$ cat src/rtl/writeback_unit_pkg.sv
// Shared types and constants for the writeback path: register-file geometry,
// the writeback request record and the arbitration grant encoding.
package writeback_unit_pkg;

  localparam int XLEN       = 32;
  localparam int REG_ADDR_W = 5;
  localparam int NUM_REGS   = 32;

  typedef struct packed {
    logic [REG_ADDR_W-1:0] rd;
    logic [XLEN-1:0]       data;
  } wb_req_t;

  typedef enum logic [1:0] {
    GNT_NONE = 2'd0,
    GNT_ALU  = 2'd1,
    GNT_LSU  = 2'd2
  } grant_e;

  // One-hot register mask; x0 never tracks a pending write so it maps to zero.
  function automatic logic [NUM_REGS-1:0] reg_onehot(input logic [REG_ADDR_W-1:0] rd);
    reg_onehot = '0;
    if (rd != '0) reg_onehot[rd] = 1'b1;
  endfunction

endpackage

$ cat src/rtl/wb_arbiter.sv
// Two-source writeback arbiter: loads win by default, the ALU wins once it has
// been passed over STARVE_LIMIT times in a row.
module wb_arbiter
  import writeback_unit_pkg::*;
#(
  parameter int STARVE_LIMIT = 3
) (
  input  logic   clock,
  input  logic   reset,
  input  logic   alu_valid,
  input  logic   lsu_valid,
  output logic   alu_ready,
  output logic   lsu_ready,
  output grant_e grant
);

  localparam int CW = (STARVE_LIMIT < 1) ? 1 : $clog2(STARVE_LIMIT + 1);
  localparam logic [CW-1:0] LIMIT = CW'(STARVE_LIMIT);

  logic [CW-1:0] starve_cnt;
  logic          alu_win;
  logic          lsu_win;

  always_comb begin
    alu_win   = alu_valid && (!lsu_valid || (starve_cnt == LIMIT));
    lsu_win   = lsu_valid && !alu_win;
    alu_ready = alu_win && !reset;
    lsu_ready = lsu_win && !reset;
    grant     = alu_ready ? GNT_ALU : (lsu_ready ? GNT_LSU : GNT_NONE);
  end

  // Counts only cycles where the ALU was actually waiting and lost.
  always_ff @(posedge clock) begin
    if (reset)
      starve_cnt <= '0;
    else if (alu_ready)
      starve_cnt <= '0;
    else if (alu_valid && lsu_ready && (starve_cnt != LIMIT))
      starve_cnt <= starve_cnt + 1'b1;
  end

endmodule

$ cat src/rtl/writeback_unit.sv
// Register-file writeback stage: arbitrates ALU/LSU results, registers the
// winning write for one cycle and tracks pending destinations in busy_mask.
module writeback_unit
  import writeback_unit_pkg::*;
#(
  parameter int STARVE_LIMIT = 3
) (
  input  logic                  clock,
  input  logic                  reset,
  input  logic                  alu_valid,
  output logic                  alu_ready,
  input  logic [REG_ADDR_W-1:0] alu_rd,
  input  logic [XLEN-1:0]       alu_data,
  input  logic                  lsu_valid,
  output logic                  lsu_ready,
  input  logic [REG_ADDR_W-1:0] lsu_rd,
  input  logic [XLEN-1:0]       lsu_data,
  input  logic                  issue_valid,
  input  logic [REG_ADDR_W-1:0] issue_rd,
  output logic [REG_ADDR_W-1:0] write_port,
  output logic [XLEN-1:0]       write_data,
  output logic                  write_enable,
  output logic [NUM_REGS-1:0]   busy_mask
);

  grant_e                grant;
  logic                  acc;
  wb_req_t               acc_req;
  logic [NUM_REGS-1:0]   set_mask;
  logic [NUM_REGS-1:0]   clr_mask;
  logic [NUM_REGS-1:0]   busy_next;

  wb_arbiter #(.STARVE_LIMIT(STARVE_LIMIT)) u_arb (
    .clock     (clock),
    .reset     (reset),
    .alu_valid (alu_valid),
    .lsu_valid (lsu_valid),
    .alu_ready (alu_ready),
    .lsu_ready (lsu_ready),
    .grant     (grant)
  );

  always_comb begin
    acc     = (grant != GNT_NONE);
    acc_req = (grant == GNT_ALU) ? wb_req_t'{rd: alu_rd, data: alu_data}
                                 : wb_req_t'{rd: lsu_rd, data: lsu_data};
  end

  always_ff @(posedge clock) begin
    if (reset) begin
      write_enable <= 1'b0;
      write_port   <= '0;
      write_data   <= '0;
    end else if (acc) begin
      write_enable <= (acc_req.rd != '0);
      write_port   <= acc_req.rd;
      write_data   <= acc_req.data;
    end else begin
      write_enable <= 1'b0;
    end
  end

  // Set beats clear so a re-issue racing its own older writeback stays pending.
  always_comb begin
    set_mask     = issue_valid ? reg_onehot(issue_rd) : '0;
    clr_mask     = acc ? reg_onehot(acc_req.rd) : '0;
    busy_next    = (busy_mask & ~clr_mask) | set_mask;
    busy_next[0] = 1'b0;
  end

  always_ff @(posedge clock) begin
    if (reset) busy_mask <= '0;
    else       busy_mask <= busy_next;
  end

endmodule

$ cat config.mk
export PLATFORM = sky130hd
export DESIGN_NAME = writeback_unit
export DESIGN_NICKNAME = d
export VERILOG_FILES = /design/src/rtl/writeback_unit_pkg.sv /design/src/rtl/wb_arbiter.sv /design/src/rtl/writeback_unit.sv
export SDC_FILE = /design/constraint.sdc
export NUM_CORES = 1
export LEC_CHECK = 0
export BUFFER_PORTS_ARGS = -buffer_cell sky130_fd_sc_hd__buf_2
export CORE_MARGIN = 5
export CORE_UTILIZATION = 48
export CTS_CLUSTER_DIAMETER = 100
export DETAILED_ROUTE_END_ITERATION = 8
export GPL_TIMING_DRIVEN = 0
export HOLD_SLACK_MARGIN = 0.02
export PLACE_DENSITY = 0.8
export SLEW_MARGIN = 25
export SYNTH_ARGS = -nofsm -noshare
export SYNTH_HDL_FRONTEND = slang
export SYNTH_HIERARCHICAL = 1
export SYNTH_SLANG_ARGS = --single-unit
$ cat constraint.sdc
create_clock -name clock -period 2.4 [get_ports clock]
set_clock_uncertainty 0.15 [all_clocks]
set_input_delay 0.72 -clock clock [delete_from_list [all_inputs] [get_ports clock]]
set_output_delay 0.72 -clock clock [all_outputs]
set_load 0.005 [all_outputs]
==> run summary, run 1 <==
Result of the run: completed
Cell at the root of the clock tree: sky130_fd_sc_hd__clkbuf_8
CP Launch Type: register
Die area: 0.00942 mm^2
Global Route met1 Usage: 26.8%
Overall track demand over capacity in global routing: 23.6%
Horizontal die dimension: 97.0 um
Total core area: 0.00733 mm^2
Clock Sinks: 71
Pleak: 2.24 nW
Pwr dens: 617 mW/mm^2
Number of distinct standard cells referenced by the synthesized netlist: 39
DRC violations left: 0
Length of the first detailed-routing pass in iterations: 6
Dpl cells: 622
Final-stage net count: 622
Highest ir drop seen on vdd: 0.000419 V
Fraction of met3 tracks used by global routing: 9.78%
Cell types occupying the most area after synthesis: sky130_fd_sc_hd__dfxtp_1 (39%), sky130_fd_sc_hd__mux2_2 (11%), sky130_fd_sc_hd__mux2i_1 (9.9%)
Top Usage Layer GRT: met2
Area of the multi-input gates: 0.00206 mm^2
Total congestion overflow after global routing: 0
Post-synthesis mux area share: 22.1%
Synthesized area divided by synthesized cell count: 9.85 um^2
Net count after synthesis: 454
Routability congestion estimate from global placement: 0.920
Max-slew violation count: 0
Hold Crit Class: register to register
Port bufs: 154
Maximum number of buffers from clock root to sink: 2
Largest family of logic cells by synthesized area: multiplexers
Number of DRC markers after the initial detailed-route iteration: 278
Via count: 3,726
Final-report hold violation count: 0
Leading cell types in the layout, fill and taps excluded: sky130_fd_sc_hd__buf_2 (158), sky130_fd_sc_hd__dfxtp_1 (71), sky130_fd_sc_hd__nor2_1 (39)
Max-cap violation count: 0
Max Clk Rate: 430 MHz
Area growth from synthesis to layout: 34.1%
Critical path fanouts, max: 10
Area share of fa/ha/maj cells after synthesis: 0.344%
Worst hold slack after final layout: 345 ps
CP required: 2430 ps
Gate Count Post-Synth: 369
Relative slew slack: 52.3%
Fraction of layout instances using a drive strength above 1: 43.5%
Depth of the CTS H-tree: 3
Share of the synthesized area in compound gates (AO/OA/AOI/OAI): 20.8%
Post-layout instance count excluding filler cells: 641
Fraction of post-synthesis cell area in the top cell type by area: 39.1%
Number of failing setup endpoints in the final timing report: 0
Detailed placer's ending HPWL: 8530 um
Summed area of non-filler cells in the final layout: 0.00488 mm^2
Overall die height: 97.0 um
Number of top-level pins: 156
Crit Path Class: register to register
# fillers: 629
Antenna violations before repair: 0
CTS buffer count: 9
Most area-hungry cell type in the Yosys netlist: sky130_fd_sc_hd__dfxtp_1
Clock transition at path regs: 80 ps
Routed wire length: 11,800 um
Final TNS setup: 0 ps
Pin slew with the least headroom to its limit: 711 ps
Initial cell density of the core: 49.6%
Syn Std Cell Area: 0.00364 mm^2
Placement row count: 31
Global-route wire length before repair: 18,300 um
GR met2 Demand/Resource: 39.2%
Endpoint kind of the worst setup timing path: register
Basic-gate share of the synthesized area counting and, or, nand and nor cells: 12.1%
Final critical path time including I/O delays and setup: 2330 ps
Total area of sequential cells: 0.00142 mm^2
Clk Latency, worst-skew pair: 350 ps
Number of diodes: 0
Period Utilization, post-route: 97.0%
Per-cell via count in the routed design: 5.81
Yosys warnings: 6
Yosys reg bits: 71
Average routed wire per standard cell: 18.4 um
Leading cell type in the layout, fill and taps excluded: sky130_fd_sc_hd__buf_2
Post-synthesis sequential area ratio: 39.1%
XOR/XNOR share of the synthesized area: 0%
Pin count of the biggest net entering global routing: 13
Number of nets still failing antenna checks after routing: 0
Instance area after placement: 0.00453 mm^2
Vias in the first global route: 3,819
Data arrival time of the worst path: 2360 ps
Clock tree from TritonCTS: built
## kinds of logic (layout without fill, tap and decap cells)
kind of cell,count (synthesis),after routing
AOI/OAI and AO/OA,107,107
muxes,75,75
and+or+nand+nor,73,73
DFF,71,71
buffers and inverters,41,214
adders and majority gates,1,1
other,1,1
## layer usage
metal,vias to the layer above,wire [um]
met1,1703,4310
met3,31,1510
li1,1750,-
met5,-,0
met4,0,224
met2,242,5740
## through the flow
stage	setup slack, ps	util [%]	total power, mW
after CTS	3.42	65.8	3.02
after detailed placement	-539	61.8	1.73
after global routing	-15.7	66.5	3.12
after global placement	-555	61.8	1.72
final	72.0	66.5	3.01
after floorplan	98.6	-	1.53
## Yosys cell counts (all sizes together)
master    n
conb      1
o31ai     2
nand4b    2
mux2i    38
o21ai     3
nand2b    5
nor2b     3
nor2     39
dfxtp    71
a311oi   32
nand2     2
nor4bb    3
a22oi    31
nand3b    2
a211oi    5
nor4b     1
and4b     3
nand3     1
and2      1
inv       2
clkbuf   16
ha        1
or2       1
nand4bb   6
mux2     37
and4      1
buf      23
or3b      1
a21oi    33
or4b      2
o211a     1
## worst paths after layout
check / start / endpoint / slack [ps] / depth (start not counted)
worst max-delay path: u_arb/starve_cnt[0] / write_enable / 70 / 7
worst min-delay path: u_arb/starve_cnt[1] / u_arb/starve_cnt[1] / 350 / 2
worst max register to register: u_arb/starve_cnt[0] / write_enable / 70 / 7
worst min register to register: u_arb/starve_cnt[1] / u_arb/starve_cnt[1] / 350 / 2
## flip-flops by register name (all words and copies together), names as in the netlist
name and flops:
u_arb/starve_cnt 2, write_data 32, busy_mask 31, write_port 5, write_enable 1
## report_power, final
part / total [mW] / internal [mW] / leakage [nW] / switching [mW]
sequential: 1.25 / 1.23 / 0.579 / 0.0248
clock: 1.29 / 0.827 / 0.134 / 0.461
combinational: 0.471 / 0.226 / 1.53 / 0.245
## final cells by class
cell class,count,share of cell area [%]
Multi-Input combinational cell,257,42.2
Sequential cell,71,29.1
Timing Repair Buffer,157,16.3
Buffer,39,4.16
Clock buffer,11,2.90
Clock inverter,5,2.64
Tap cell,99,2.54
Inverter,2,0.154
## worst max-delay path, cell delays in order, from the launching register on
cell and delay (ps):
sky130_fd_sc_hd__dfxtp_1 360, sky130_fd_sc_hd__ha_1 260, sky130_fd_sc_hd__o211a_1 180, sky130_fd_sc_hd__buf_4 150, sky130_fd_sc_hd__nor2b_4 210, sky130_fd_sc_hd__buf_6 200
sky130_fd_sc_hd__mux2i_1 440, sky130_fd_sc_hd__a311oi_1 200
## timing repair
action | CTS | global route
pin swaps | 2 | 1
buffers inserted | 2 | 1
cloned | 0 | 0
resized for setup | 3 | 11
endpoints found under the setup margin | 22 | 63
hold buffers | 0 | 0
Note: power is estimated with default switching activity, not from simulation.
==> run 2, diff against run 1 <==
CORE_MARGIN = 4   (was 5)
==> run 2 against run 1 <==
Hold slack got worse by 12 ps. Register-to-register slack improved by 20 ps. First-iteration DRC count fell by 26%.
==> run summary, run 2 (synthesized netlist as in run 1, its figures left out) <==
Instance area after placement: 0.00453 mm^2 (unchanged)
Clk pwr share: 39.3% (-3.5 points)
CP Launch Type: register
Vias in the first global route: 3,632 (-4.9%)
Global-route wire length before repair: 17,400 um (-4.9%)
Depth of the CTS H-tree: 3 (unchanged)
Endpoint kind of the worst setup timing path: register
DRC violations left: 0 (unchanged)
Number of failing setup endpoints in the final timing report: 0 (unchanged)
Critical path fanouts, max: 10 (unchanged)
Data arrival time of the worst path: 2360 ps (about the same)
Final-stage net count: 622 (unchanged)
Sw power: 736 uW (+0.76%)
Top register by number of flip-flops: write_data
Port bufs: 154 (unchanged)
Via count: 3,709 (-0.46%)
Terminus of the critical flop-to-flop path: busy_mask[8]
Pin count of the biggest net entering global routing: 13 (unchanged)
Area growth from synthesis to layout: 32.6%
# fillers: 656 (+4.3%)
Detailed placer's ending HPWL: 8350 um (-2.1%)
Leading cell type in the layout, fill and taps excluded: sky130_fd_sc_hd__buf_2
Period Utilization, post-route: 96.0% (-0.99 points)
Number of hold-repair buffers added at the cts stage: 0 (unchanged)
Placement row count: 31 (unchanged)
Fraction of power spent switching nets: 26.0% (+1.8 points)
Pwr dens: 587 mW/mm^2 (-4.9%)
Number of DRC markers after the initial detailed-route iteration: 205 (-26%)
Share of total power in combinational logic: 16.5% (+0.9 points)
Result of the run: completed
Worst R2R Path Depth: 7 (unchanged)
Average routed wire per standard cell: 17.8 um (-2.9%)
Clk Latency, worst-skew pair: 350 ps (about the same)
Summed area of non-filler cells in the final layout: 0.00482 mm^2 (-1.2%)
Final-report hold violation count: 0 (unchanged)
Fraction of the core area covered by cells at the end of the flow: 66.1% (-0.44 points)
Fraction of layout instances using a drive strength above 1: 43.2% (-0.37 points)
Relative contribution of sequential cells to total power: 44.3% (+2.7 points)
Highest ir drop seen on vdd: 0.000340 V (-19%)
Internal power consumption: 2.09 mW (-8.2%)
Cell at the root of the clock tree: sky130_fd_sc_hd__clkbuf_8
CTS buffer count: 9 (unchanged)
Final critical path time including I/O delays and setup: 2300 ps (-23.7 ps)
Overall die height: 95.0 um (-2.1%)
Length of the first detailed-routing pass in iterations: 5 (-1)
Maximum number of buffers from clock root to sink: 2 (unchanged)
Hold Crit Class: register to register
Per-cell via count in the routed design: 5.79 (-0.46%)
Regs by FF count: write_data (32), busy_mask (31), write_port (5)
Die area: 0.00903 mm^2 (-4.1%)
Routed wire length: 11,400 um (-2.9%)
Number of top-level pins: 156 (unchanged)
Crit Path Class: register to register
Relative slew slack: 53.3% (+0.97 points)
Pleak: 2.22 nW (-0.85%)
Setup slack of the worst register-to-register path: 100 ps (+20 ps)
Initial cell density of the core: 49.9% (+0.26 points)
Max-cap violation count: 0 (unchanged)
Clock tree from TritonCTS: built
CP required: 2460 ps (+30 ps)
Number of diodes: 0 (unchanged)
Number of nets still failing antenna checks after routing: 0 (unchanged)
Leading cell types in the layout, fill and taps excluded: sky130_fd_sc_hd__buf_2 (161), sky130_fd_sc_hd__dfxtp_1 (71), sky130_fd_sc_hd__nor2_1 (39)
Routability congestion estimate from global placement: 0.948 (+3.1%)
Total core area: 0.00729 mm^2 (-0.53%)
Overall track demand over capacity in global routing: 24.8% (+1.2 points)
Total congestion overflow after global routing: 0 (unchanged)
Clock transition at path regs: 70 ps (about the same)
Antenna violations before repair: 0 (unchanged)
Unrepaired setup endpoints after global routing: yes
Overall power consumption: 2.83 mW (-6.0%)
Pin slew with the least headroom to its limit: 696 ps (-14.5 ps)
Reg-to-reg critical path startpoint: u_arb/starve_cnt[0]
Max Clk Rate: 434 MHz (+1.0%)
Source of the worst hold timing path: u_arb/starve_cnt[1]
Max-slew violation count: 0 (unchanged)
Number of stages on the worst hold path: 2 (unchanged)
Clock Sinks: 71 (unchanged)
Horizontal die dimension: 95.0 um (-2.1%)
Flip-flop count of the largest register, all copies and words added: 32 (unchanged)
Hold endpoint: u_arb/starve_cnt[1]
run 2: worst max-delay path, stage by stage (launching register included):
cell                       delay [ps]
sky130_fd_sc_hd__dfxtp_1          330
sky130_fd_sc_hd__ha_1             260
sky130_fd_sc_hd__a211oi_2         270
sky130_fd_sc_hd__buf_4            220
sky130_fd_sc_hd__or3b_1           340
sky130_fd_sc_hd__clkbuf_1         230
sky130_fd_sc_hd__a22oi_1          230
sky130_fd_sc_hd__a311oi_1         110
run 2: power by group through the flow:
stage	clock network (mW)	registers, mW	logic (mW)
final	1.11	1.25	0.465
after detailed placement	0	1.28	0.452
after global routing	1.16	1.26	0.508
after CTS	1.12	1.25	0.456
after floorplan	0	1.28	0.251
after global placement	0	1.28	0.438
run 2: metal layers:
| metal | up-vias | GRT usage (%) | wire length (um) |
|---|---|---|---|
| met4 | 0 | 10.6 | 309 |
| li1 | 1747 | - | - |
| met3 | 33 | 7.42 | 1390 |
| met1 | 1701 | 29.2 | 4320 |
| met2 | 228 | 42.0 | 5420 |
| met5 | - | 0 | 0 |
run 2: through the flow:
stage          hold WS [ps]  setup slack (ps)  setup TNS, ps  std cells
6_report                333              95.6              0        641
3_5_place_dp            317              -519         -19820        622
3_3_place_gp            313              -521         -19430        622
2_1_floorplan           297              98.6              0        369
4_1_cts                 330             -5.05          -7.22        640
5_1_grt                 355             -11.5          -25.1        641
run 2: layout make-up:
class	instances	area [um^2]	area share, %
multi-input cells	257	2050	42.5
flip-flops and latches	71	1420	29.5
repair buffers	157	793	16.5
plain buffers	39	194	4.02
clock buffers	11	151	3.14
well taps	99	124	2.57
clock inverters	5	78.8	1.64
inverters	2	7.51	0.156
run 2: how the worst max path moves through the flow:
stage / end / from / slack (ps) / depth (start not counted)
after floorplan: busy_mask[16] / alu_valid / 100 / 6
after global placement: write_enable / alu_valid / -520 / 6
after detailed placement: write_enable / alu_valid / -520 / 6
after CTS: write_data[0] / u_arb/starve_cnt[0] / -5 / 7
after global routing: busy_mask[10] / u_arb/starve_cnt[0] / -10 / 7
final: busy_mask[8] / u_arb/starve_cnt[0] / 100 / 7
run 2: repair_timing:
item | 4_1_cts | 5_1_grt
setup endpoints to repair | 22 | 64
buffers inserted | 2 | 1
pin swaps | 1 | 1
gates resized for setup | 1 | 6
